File: config.mk
export PLATFORM = sky130hd
export DESIGN_NAME = ctrl_fsm
export DESIGN_NICKNAME = d
export VERILOG_FILES = /design/src/rtl/mnist_pkg.sv /design/src/rtl/ctrl_phase_cnt.sv /design/src/rtl/ctrl_fsm.sv
export SDC_FILE = /design/constraint.sdc
export NUM_CORES = 1
export LEC_CHECK = 0
export CAP_MARGIN = 0
export CORE_UTILIZATION = 36
export DETAILED_ROUTE_END_ITERATION = 10
export HOLD_SLACK_MARGIN = 0.03
export PLACE_DENSITY = 0.7
export SLEW_MARGIN = 20
export SYNTH_ARGS = -nofsm -noshare
export SYNTH_HDL_FRONTEND = slang
export SYNTH_SLANG_ARGS = --single-unit
File: constraint.sdc
create_clock -name clk -period 2.3 [get_ports clk]
set_input_delay 0.46 -clock clk [delete_from_list [all_inputs] [get_ports clk]]
set_output_delay 0.46 -clock clk [all_outputs]
set_load 0.03 [all_outputs]
File: src/rtl/mnist_pkg.sv
// Shared types and sizing for the MNIST 784-32-10 MLP accelerator control path.
// State encoding is fixed at 4 bits; codes above DONE are illegal.
package mnist_pkg;

    typedef enum logic [3:0] {
        IDLE     = 4'd0,
        INIT     = 4'd1,
        LOAD_IMG = 4'd2,
        L1_COMP  = 4'd3,
        L1_RELU  = 4'd4,
        L2_COMP  = 4'd5,
        ARGMAX   = 4'd6,
        DONE     = 4'd7
    } state_t;

    localparam int MNIST_N_IN     = 784;
    localparam int MNIST_N_HID    = 32;
    localparam int MNIST_N_OUT    = 10;
    localparam int MNIST_MAC_LAT  = 1;
    localparam int MNIST_RELU_CYC = 2;
    localparam int CNT_W          = 10;

    localparam logic [1:0] LSEL_NONE = 2'd0;
    localparam logic [1:0] LSEL_L1   = 2'd1;
    localparam logic [1:0] LSEL_L2   = 2'd2;

endpackage

File: src/rtl/ctrl_phase_cnt.sv
// Per-state cycle counter: clears on state change, otherwise counts up and saturates.
// Latency: one clock from clr to zero; no backpressure.
module ctrl_phase_cnt
    import mnist_pkg::*;
#(
    parameter int W = CNT_W
) (
    input  logic         clk,
    input  logic         rst,
    input  logic         clr,
    output logic [W-1:0] cnt
);

    always_ff @(posedge clk or posedge rst) begin
        if (rst) begin
            cnt <= '0;
        end else if (clr) begin
            cnt <= '0;
        end else if (cnt != {W{1'b1}}) begin
            cnt <= cnt + 1'b1;
        end
    end

endmodule

File: src/rtl/ctrl_fsm.sv
// Inference sequencer for the MNIST MLP: clear, load, L1 sweep, ReLU, L2 sweep, argmax, done.
// All outputs decode from state/cycle_cnt/done; define CTRL_FSM_ASSERT_EN for simulation checks.
module ctrl_fsm
    import mnist_pkg::*;
#(
    parameter int N_IN     = MNIST_N_IN,
    parameter int N_HID    = MNIST_N_HID,
    parameter int MAC_LAT  = MNIST_MAC_LAT,
    parameter int RELU_CYC = MNIST_RELU_CYC
) (
    input  logic        clk,
    input  logic        rst,
    input  logic        start,
    output logic        done,
    output logic        busy,
    output logic [1:0]  layer_sel,
    output logic [9:0]  row_idx,
    output logic        mac_en_l1,
    output logic        mac_clr_l1,
    output logic        mac_en_l2,
    output logic        mac_clr_l2,
    output logic        load_img,
    output logic        comp_l1,
    output logic        apply_relu,
    output logic        comp_l2,
    output logic        find_max,
    output logic [9:0]  cycle_cnt
);

    localparam logic [9:0] L1_LAST   = 10'(N_IN + MAC_LAT - 1);
    localparam logic [9:0] L2_LAST   = 10'(N_HID + MAC_LAT - 1);
    localparam logic [9:0] RELU_LAST = 10'(RELU_CYC - 1);
    localparam logic [9:0] MAC_FIRST = 10'(MAC_LAT);

    state_t state;
    logic   done_q;
    logic   leave;

    // Exit condition of the current state; also restarts the phase counter.
    always_comb begin
        leave = 1'b1;
        case (state)
            IDLE:    leave = start;
            L1_COMP: leave = (cycle_cnt == L1_LAST);
            L1_RELU: leave = (cycle_cnt == RELU_LAST);
            L2_COMP: leave = (cycle_cnt == L2_LAST);
            default: leave = 1'b1;
        endcase
    end

    ctrl_phase_cnt #(.W(10)) u_phase_cnt (
        .clk (clk),
        .rst (rst),
        .clr (leave),
        .cnt (cycle_cnt)
    );

    always_ff @(posedge clk or posedge rst) begin
        if (rst) begin
            state  <= IDLE;
            done_q <= 1'b0;
        end else begin
            case (state)
                IDLE: begin
                    if (start) begin
                        state  <= INIT;
                        done_q <= 1'b0;
                    end
                end
                INIT:     state <= LOAD_IMG;
                LOAD_IMG: state <= L1_COMP;
                L1_COMP:  if (leave) state <= L1_RELU;
                L1_RELU:  if (leave) state <= L2_COMP;
                L2_COMP:  if (leave) state <= ARGMAX;
                ARGMAX: begin
                    state  <= DONE;
                    done_q <= 1'b1;
                end
                DONE:     state <= IDLE;
                default:  state <= IDLE;
            endcase
        end
    end

    assign done       = done_q;
    assign busy       = (state == INIT) || (state == LOAD_IMG) || (state == L1_COMP) ||
                        (state == L1_RELU) || (state == L2_COMP) || (state == ARGMAX);
    assign load_img   = (state == LOAD_IMG);
    assign comp_l1    = (state == L1_COMP);
    assign apply_relu = (state == L1_RELU);
    assign comp_l2    = (state == L2_COMP);
    assign find_max   = (state == ARGMAX);
    assign mac_clr_l1 = (state == INIT);
    assign mac_clr_l2 = (state == INIT);

    // Enable trails row_idx by MAC_LAT so it lines up with returning weight data.
    assign mac_en_l1  = comp_l1 && (cycle_cnt >= MAC_FIRST) && (cycle_cnt <= L1_LAST);
    assign mac_en_l2  = comp_l2 && (cycle_cnt >= MAC_FIRST) && (cycle_cnt <= L2_LAST);
    assign row_idx    = (comp_l1 || comp_l2) ? cycle_cnt : 10'd0;

    always_comb begin
        layer_sel = LSEL_NONE;
        if (load_img || comp_l1 || apply_relu) begin
            layer_sel = LSEL_L1;
        end else if (comp_l2 || find_max) begin
            layer_sel = LSEL_L2;
        end
    end

`ifdef CTRL_FSM_ASSERT_EN
    logic [3:0] prev_state;

    always @(posedge clk or posedge rst) begin
        if (rst) prev_state <= 4'd0;
        else     prev_state <= state;
    end

    // Checked mid-cycle so prev_state and state are both settled.
    always @(negedge clk) begin
        if (!rst) begin
            if (4'(state) > 4'd7)
                $error("ctrl_fsm: illegal state code %0d", state);
            if ($countones({load_img, comp_l1, apply_relu, comp_l2, find_max}) > 1)
                $error("ctrl_fsm: more than one phase flag active");
            if (mac_en_l1 && !comp_l1)
                $error("ctrl_fsm: mac_en_l1 outside L1_COMP");
            if ((state == INIT) && (prev_state != 4'(IDLE)))
                $error("ctrl_fsm: start accepted while busy");
        end
    end
`endif

endmodule

# Yosys cells after proc, flatten, opt, wreduce, memory -nomap -nowiden
# Index checks and enable logic that the tools add are counted.
[op_classes]
add_sub_neg = 1
n_lt_le_gt_ge = 3
eq_ne = 14
mux = 13
reduce_logical = 18
[op_table]
columns = ["operator", "n"]
rows = [
  ["$mux W10", 3],
  ["$pmux W4 S7", 1],
  ["$mux W4", 4],
  ["$eq A4 B3 Y1 const B", 3],
  ["$add A10 B1 Y10 const B", 1],
  ["$eq A10 B1 Y1 const B", 1],
  ["$eq A10 B10 Y1 const B", 1],
  ["$eq A10 B6 Y1 const B", 1],
  ["$ge A10 B1 Y1 const B", 1],
  ["$le A10 B10 Y1 const B", 1],
  ["$le A10 B6 Y1 const B", 1],
  ["$ne A10 B10 Y1 const B", 1],
  ["$logic_or A1 B1 Y1", 9],
  ["$eq A4 B2 Y1 const B", 2],
  ["$ne A2 B1 Y1 const B", 3],
  ["$eq A4 B1 Y1 const B", 1],
  ["$logic_and A1 B1 Y1", 4],
  ["$logic_not A4 Y1", 1],
  ["$mux W2", 2],
  ["$pmux W1 S4", 1],
  ["$reduce_and A4 Y1", 1],
  ["$reduce_bool A2 Y1", 2],
  ["$ne A2 B2 Y1 const B", 1],
  ["$pmux W1 S2", 1],
  ["2 further kinds", 2],
]
[word_totals]
register_bits = 15
input_bits = 3
output_inout_bits = 33
wordCells = 52

# Depth between registers and ports, before layout
# Gate-level depths: netlist of run 1.
[logic_depth]
ltp_word = 6
mapped_depth = 7
ltp_nobuf = 6

# By module
# From an unflattened synthesis of run 1, not the netlist that was laid out.
[hier_totals]
hier_cells = 124
area_unflattened_um2 = 1044.8
[modules_own_cells]
columns = ["mod", "n_inst", "cells_each", "area_per_inst_um2", "seq_area_each_um2"]
rows = [
  ["ctrl_phase_cnt", 1, 48, 528.0, 250.2],
  ["ctrl_fsm", 1, 76, 516.7, 100.1],
]

# Worst setup path before layout of run 1
# OpenSTA, ideal clock, no wires.
[synth_path]
path_kind = "reg-to-output"
from = "register u_phase_cnt.cnt[0]"
to = "output port mac_en_l2"
arrival_ps = 2493
required_time_ps = 1840
path_slack_ps = -653
path_stages_with_launch = 8
n_path_buf = 1
cell_sequence = "dfrtp_1 > inv_1 > ha_1 > or3b_4 > or3_1 > buf_6 > o21ba_1 > nor3_1"
[synth_between]
elab_chain_cells = 3
word_cells_on_any_way = 4
cone_classes = "2 x order compare; 2 x reduce/logical"
[synth_lines]
columns = ["element", "line", "rtl"]
rows = [
  ["from (decl)", "ctrl_phase_cnt.sv:11", "output logic [W-1:0] cnt"],
  ["from (signal assigned)", "ctrl_phase_cnt.sv:20", "cnt <= cnt + 1'b1;"],
  ["$ge A10 B1 Y1", "ctrl_fsm.sv:98", "assign mac_en_l2 = comp_l2 && (cycle_cnt >= MAC_FIRST) && (cycle_cnt <= L2_LAST);"],
  ["$logic_and A1 B1 Y1", "ctrl_fsm.sv:98", ""],
  ["$logic_and A1 B1 Y1 *", "ctrl_fsm.sv:98", ""],
  ["to (decl)", "ctrl_fsm.sv:20", "output logic mac_en_l2,"],
]
# Every way passes the cells marked *; elsewhere a longest branch is shown, timed or not.

# Final worst setup path of run 1
# Ends and elaborated chain as after synthesis.

==> results of run 1 <==
==> cells by family after synthesis <==
family	share of synthesized area
and+or+nand+nor	0.3390
AOI/OAI and AO/OA	0.1758
buffers and inverters	0.06735
DFF	0.3196
muxes	0.03653
adders and majority gates	0.04566
xor gates and xnor gates	0.01598
==> placed cells by master, fill, tap and decap left out, types with 2 or more instances in the layout <==
cell and n:
a21oi_1 7, and2_1 7, buf_4 26, clkbuf_4 3, clkdlybuf4s50_1 15, dfrtp_1 12
dfrtp_2 2, dlygate4sd2_1 10, dlymetal6s2s_1 2, ha_1 4, inv_1 7, inv_2 2
mux2i_1 4, nand2_1 11, nand2b_1 2, nand3_1 3, nand3b_1 2, nor2_1 15
nor3_1 7, nor3b_1 2, nor4_1 3, o21ai_0 7, or2_2 2
==> registers in the layout, summed over array words and instances (netlist names) <==
name and flops:
u_phase_cnt.cnt 10, done 1, state 3
==> timing repair <==
action / in CTS / in global routing
endpoints found under the setup margin: 12 / 4
buffers inserted: 3 / 0
hold buffers: 0 / 0
gates resized for setup: 14 / 2
==> path summary, 6_finish.rpt <==
path                                          from                 end  slack [ns]  cells after the start
min in group clk                              done                done        0.55                      2
max in group asynchronous                      rst  u_phase_cnt.cnt[1]        1.38                      2
worst min-delay path                           rst            state[1]        0.52                      2
worst min register to register                done                done        0.55                      2
worst max register to register  u_phase_cnt.cnt[0]  u_phase_cnt.cnt[5]        0.27                      7
worst max-delay path            u_phase_cnt.cnt[0]           mac_en_l2       -0.24                      7
==> worst max-delay path: cells and delay by family (launching register included) <==
kind / cells / cell delay, ns
adder cells (fa/ha/maj): 1 / 0.12
flip-flops: 1 / 0.42
buffers and inverters: 2 / 0.21
AO/OA/AOI/OAI: 1 / 0.21
AND/OR/NAND/NOR: 3 / 0.84
==> through the flow <==
stage	std cells	total power [mW]	utilization	worst slack [ns]	setup TNS, ns
after floorplan	135	1.079	-	-0.1681	-0.1681
final	217	1.687	0.5763	-0.2434	-0.2434
after global routing	217	1.806	0.5763	-0.3057	-0.3445
after CTS	217	1.697	0.5745	-0.2307	-0.2307
after global placement	210	1.490	0.5529	0.08063	0
after detailed placement	210	1.518	0.5529	0.05022	0
==> where the power goes <==
group,switching (mW),leakage (nW),internal [mW]
Sequential,0.0369,0.182,0.298
Combinational,0.675,0.546,0.493
Clock,0.0877,0.0210,0.0964
==> layer usage <==
metal  wire (um)  vias to the layer above  global-route usage
met5           0                        -                   0
met1        1246                      577              0.2357
met4          13                        0             0.05923
met2        1612                       48              0.3849
li1            -                      580                   -
met3         193                        2             0.03401
==> layout make-up <==
type / instances / area share
multi-input cells: 105 / 0.4290
repair buffers: 54 / 0.2878
flip-flops and latches: 14 / 0.2164
well taps: 31 / 0.02379
clock buffers: 4 / 0.02226
inverters: 9 / 0.02072
==> results.toml, run 1 <==
[sta]
rsz0062_at_grt = "yes"
period_share = 1.106
hold_ws_ns = 0.5198
relSlewSlack = 0.6262
worst_slack_ns = -0.2434
setup_viol = 1
hold_viol_final = 0
worstMarginPinSlew_ns = 0.5601
max_freq_ghz = 0.3932
fin_crit_ns = 2.543
slew_viol_final = 0
skew_ns = 0.001486

[cells_and_area]
final_cell_area_um2 = 1630
area_growth_pct = 48.74
nFillCells = 264
regArea_um2 = 352.8
drive_above_1_share = 0.2527
multi_input_area_um2 = 699.4
antennaDiodeCount = 0
fin_nets = 194

[logic_synthesis]
seq_area_frac_synth = 0.3196
synthTopCellsByCount = "nor2_1 (15), dfrtp_1 (14), nand2_1 (11)"
syn_nets = 142
synthFlopType = "dfrtp_1"
yosysMostFrequentCell = "nor2_1"
synth_top_area_frac = 0.3196
netlist_area_um2 = 1096
synth_async_sr_flop_share = 1.000
yosysWarningCount = 0
synth_edf_count = 0
netlist_instances = 135
ys_ff_latch = 14
yosys.area.top_type = "dfrtp_1"
synth.avg_cell_area_um2 = 8.119
synth_area_leaders = "dfrtp_1 (32%), nor2_1 (5.1%), ha_1 (4.6%), nor3_1 (4.1%), and2_1 (4.0%)"
synth_cell_type_count = 46

[die]
rows = 19
fp.coreArea_um2 = 2829
dieWidth_um = 57.18
boundaryPins = 36
start_util = 0.3874
die_h_um = 57.18
die-area_um2 = 3269

[power_and_ir_drop]
leakage_nw = 0.7500
power.density_nw_per_um2 = 1035
ir_drop_uv = 470.3

[drt]
drt_iter0_markers = 60
antenna_left = 0
first_pass_iters = 7
drt_wl_total_um = 3066
drcViolationCount = 3
viasPerCell = 5.562
routed-via-count = 1207
wl_per_cell_um = 14.13

[clocking]
cts_buffers = 3
clk_latency_ns = 0.28
clk_pin_slew_ns = 0.09
root_buffer = "clkbuf_4"
h-tree-depth = 1
cts_buffer_depth = 2
cts_tree = "yes"
clock_sinks = 14

[flow_run]
maxCapViolCount = 0

[status]
status = "finished with violations"
violations = "design-rule violations, negative setup slack"

[placed_design]
place_congestion = 0.8738
port_buffers = 35
dpl_cell_area_um2 = 1564
dp_hpwl_um = 2271

[global_route]
antenna_found_initial = 0
grt_pass1_wl_um = 5230
globalRouteOverflowTotal = 0
grt_max_degree = 15
gr-usage-all-layers = 0.2042
grt_pass1_vias = 1162

[worst_setup_path]
worstPathArrival_ns = 2.08
end_kind = "primary output"
start_kind = "register"
required_ns = 1.84
critPathMaxStageDelay_ns = 0.42
slowest_stage = "dfrtp_2"
path_cells = "inv_2, ha_1, or3b_4, or3_4, o21ba_4, nor3_4, buf_6"
crit_type = "register to primary output"
cp_max_fo = 3

[min_path]
hp-class = "primary input to asynchronous set/reset pin"
Note: power is estimated with default switching activity, not from simulation.
==> run 2: changes to the inputs <==
--- a/config.mk
+++ b/config.mk
@@ -5,7 +5,7 @@
 export SDC_FILE = /design/constraint.sdc
 export NUM_CORES = 1
 export LEC_CHECK = 0
-export CAP_MARGIN = 0
+export CAP_MARGIN = 20
 export CORE_UTILIZATION = 36
 export DETAILED_ROUTE_END_ITERATION = 10
 export HOLD_SLACK_MARGIN = 0.03
@@ -14,3 +14,4 @@
 export SYNTH_ARGS = -nofsm -noshare
 export SYNTH_HDL_FRONTEND = slang
 export SYNTH_SLANG_ARGS = --single-unit
+export TNS_END_PERCENT = 1
==> results.toml, run 2 (synthesis results as in run 1) <==
[clocking]
h-tree-depth = 1
root_buffer = "clkbuf_4"
cts_buffer_depth = 2
cts_buffers = 3
clk_pin_slew_ns = 0.09
cts_tree = "yes"
clock_sinks = 14
clk_latency_ns = 0.28

[cells_and_area]
largest_register_ffs = 10
drive_above_1_share = 0.2789
area_growth_pct = 51.60
nFillCells = 271
layout.cells.non_filler = 221
top_register = "u_phase_cnt.cnt"
final_cell_mix = "buf_4 (30), nor2_1 (15), clkdlybuf4s50_1 (13)"
fin_nets = 198
layout_commonest_cell = "buf_4"
antennaDiodeCount = 0

[worst_setup_path]
critPathMaxStageDelay_ns = 0.41
cpLargestDelayFamily = "simple AND/OR/NAND/NOR gates"
required_ns = 1.84
cp_max_fo = 3
end_kind = "primary output"
crit_type = "register to primary output"
crit_buf_inv = 2
path_cells = "inv_2, ha_1, or3b_4, or3_4, o21ba_4, nor3_4, buf_6"
worstPathArrival_ns = 2.05
start_kind = "register"
slowest_stage = "dfrtp_2"

[sta]
worst_slack_ns = -0.2135
fin_crit_ns = 2.513
tns_ns = -0.2135
period_share = 1.093
max_freq_ghz = 0.3979
relSlewSlack = 0.6090
skew_ns = 0.004642
worstMarginPinSlew_ns = 0.5858
slew_viol_final = 0
rsz0062_at_grt = "yes"
hold_viol_final = 0
setup_viol = 1

[die]
die_h_um = 57.18
start_util = 0.3874
die-area_um2 = 3269
boundaryPins = 36
fp.coreArea_um2 = 2829
rows = 19
dieWidth_um = 57.18

[placed_design]
dp_slack_ns = 0.05268
dp.cells = 215
place_congestion = 0.8815
port_buffers = 35
dp_hpwl_um = 2377

[global_route]
grt_pass1_vias = 1140
globalRouteOverflowTotal = 0
gr-usage-all-layers = 0.2043
antenna_found_initial = 0
grt_pass1_wl_um = 5175
grt_max_degree = 15

[status]
status = "finished with violations"
violations = "design-rule violations, negative setup slack"

[power_and_ir_drop]
ir_drop_uv = 539.1
leakage_nw = 0.7915
power.density_nw_per_um2 = 993.0

[drt]
viasPerCell = 5.425
first_pass_iters = 8
drt_wl_total_um = 3186
antenna_left = 0
wl_per_cell_um = 14.42
drt_iter0_markers = 48
drcViolationCount = 4
routed-via-count = 1199

[min_path]
hp-class = "primary input to asynchronous set/reset pin"

[flow_run]
maxCapViolCount = 0
run 2: stage by stage:
step / utilization / hold WS, ns / area (um2) / power (mW)
global placement: 0.5644 / 0.5188 / 1597 / 1.477
floorplan: - / 0.3491 / 1110 / 1.074
detailed placement: 0.5644 / 0.5502 / 1597 / 1.507
CTS: 0.5750 / 0.5494 / 1627 / 1.633
global route: 0.5874 / 0.5886 / 1662 / 1.769
finish: 0.5874 / 0.5424 / 1662 / 1.650
run 2: what timing repair did:
item | in CTS | in global routing
pin swaps | 0 | 1
gates resized for setup | 13 | 12
hold buffers | 0 | 0
endpoints found under the setup margin | 12 | 15
setup buffers | 1 | 1
run 2: layout make-up:
| type | count | area, um2 | area share |
|---|---|---|---|
| inverter | 9 | 33.78 | 0.02033 |
| sequential | 14 | 352.8 | 0.2123 |
| clock buffer | 4 | 26.28 | 0.01581 |
| multi-input combinational | 105 | 706.9 | 0.4255 |
| tap | 31 | 38.79 | 0.02334 |
| timing repair buffer | 58 | 503.0 | 0.3027 |
run 2: power breakdown:
part / total, mW / switching [mW] / internal, mW
registers: 0.336 / 0.0378 / 0.298
clock network: 0.149 / 0.0821 / 0.0671
logic: 1.16 / 0.674 / 0.491
run 2: worst paths after layout:
check                           cells past startpoint          startpoint                  to  slack [ns]
worst max register to register                      7  u_phase_cnt.cnt[0]  u_phase_cnt.cnt[5]        0.28
worst min register to register                      2                done                done        0.55
worst min-delay path                                2                 rst            state[2]        0.54
max in group asynchronous                           2                 rst  u_phase_cnt.cnt[0]        1.35
worst max-delay path                                7  u_phase_cnt.cnt[0]           mac_en_l2       -0.21
min in group clk                                    2                done                done        0.55
run 2: layer usage:
metal | global-route usage | up-vias | routed length, um | share of wire
li1 | - | 588 | - | -
met4 | 0.05575 | 0 | 29 | 0.0091
met1 | 0.2532 | 557 | 1428 | 0.45
met2 | 0.3647 | 48 | 1541 | 0.48
met3 | 0.03628 | 6 | 186 | 0.058
met5 | 0 | - | 0 | 0
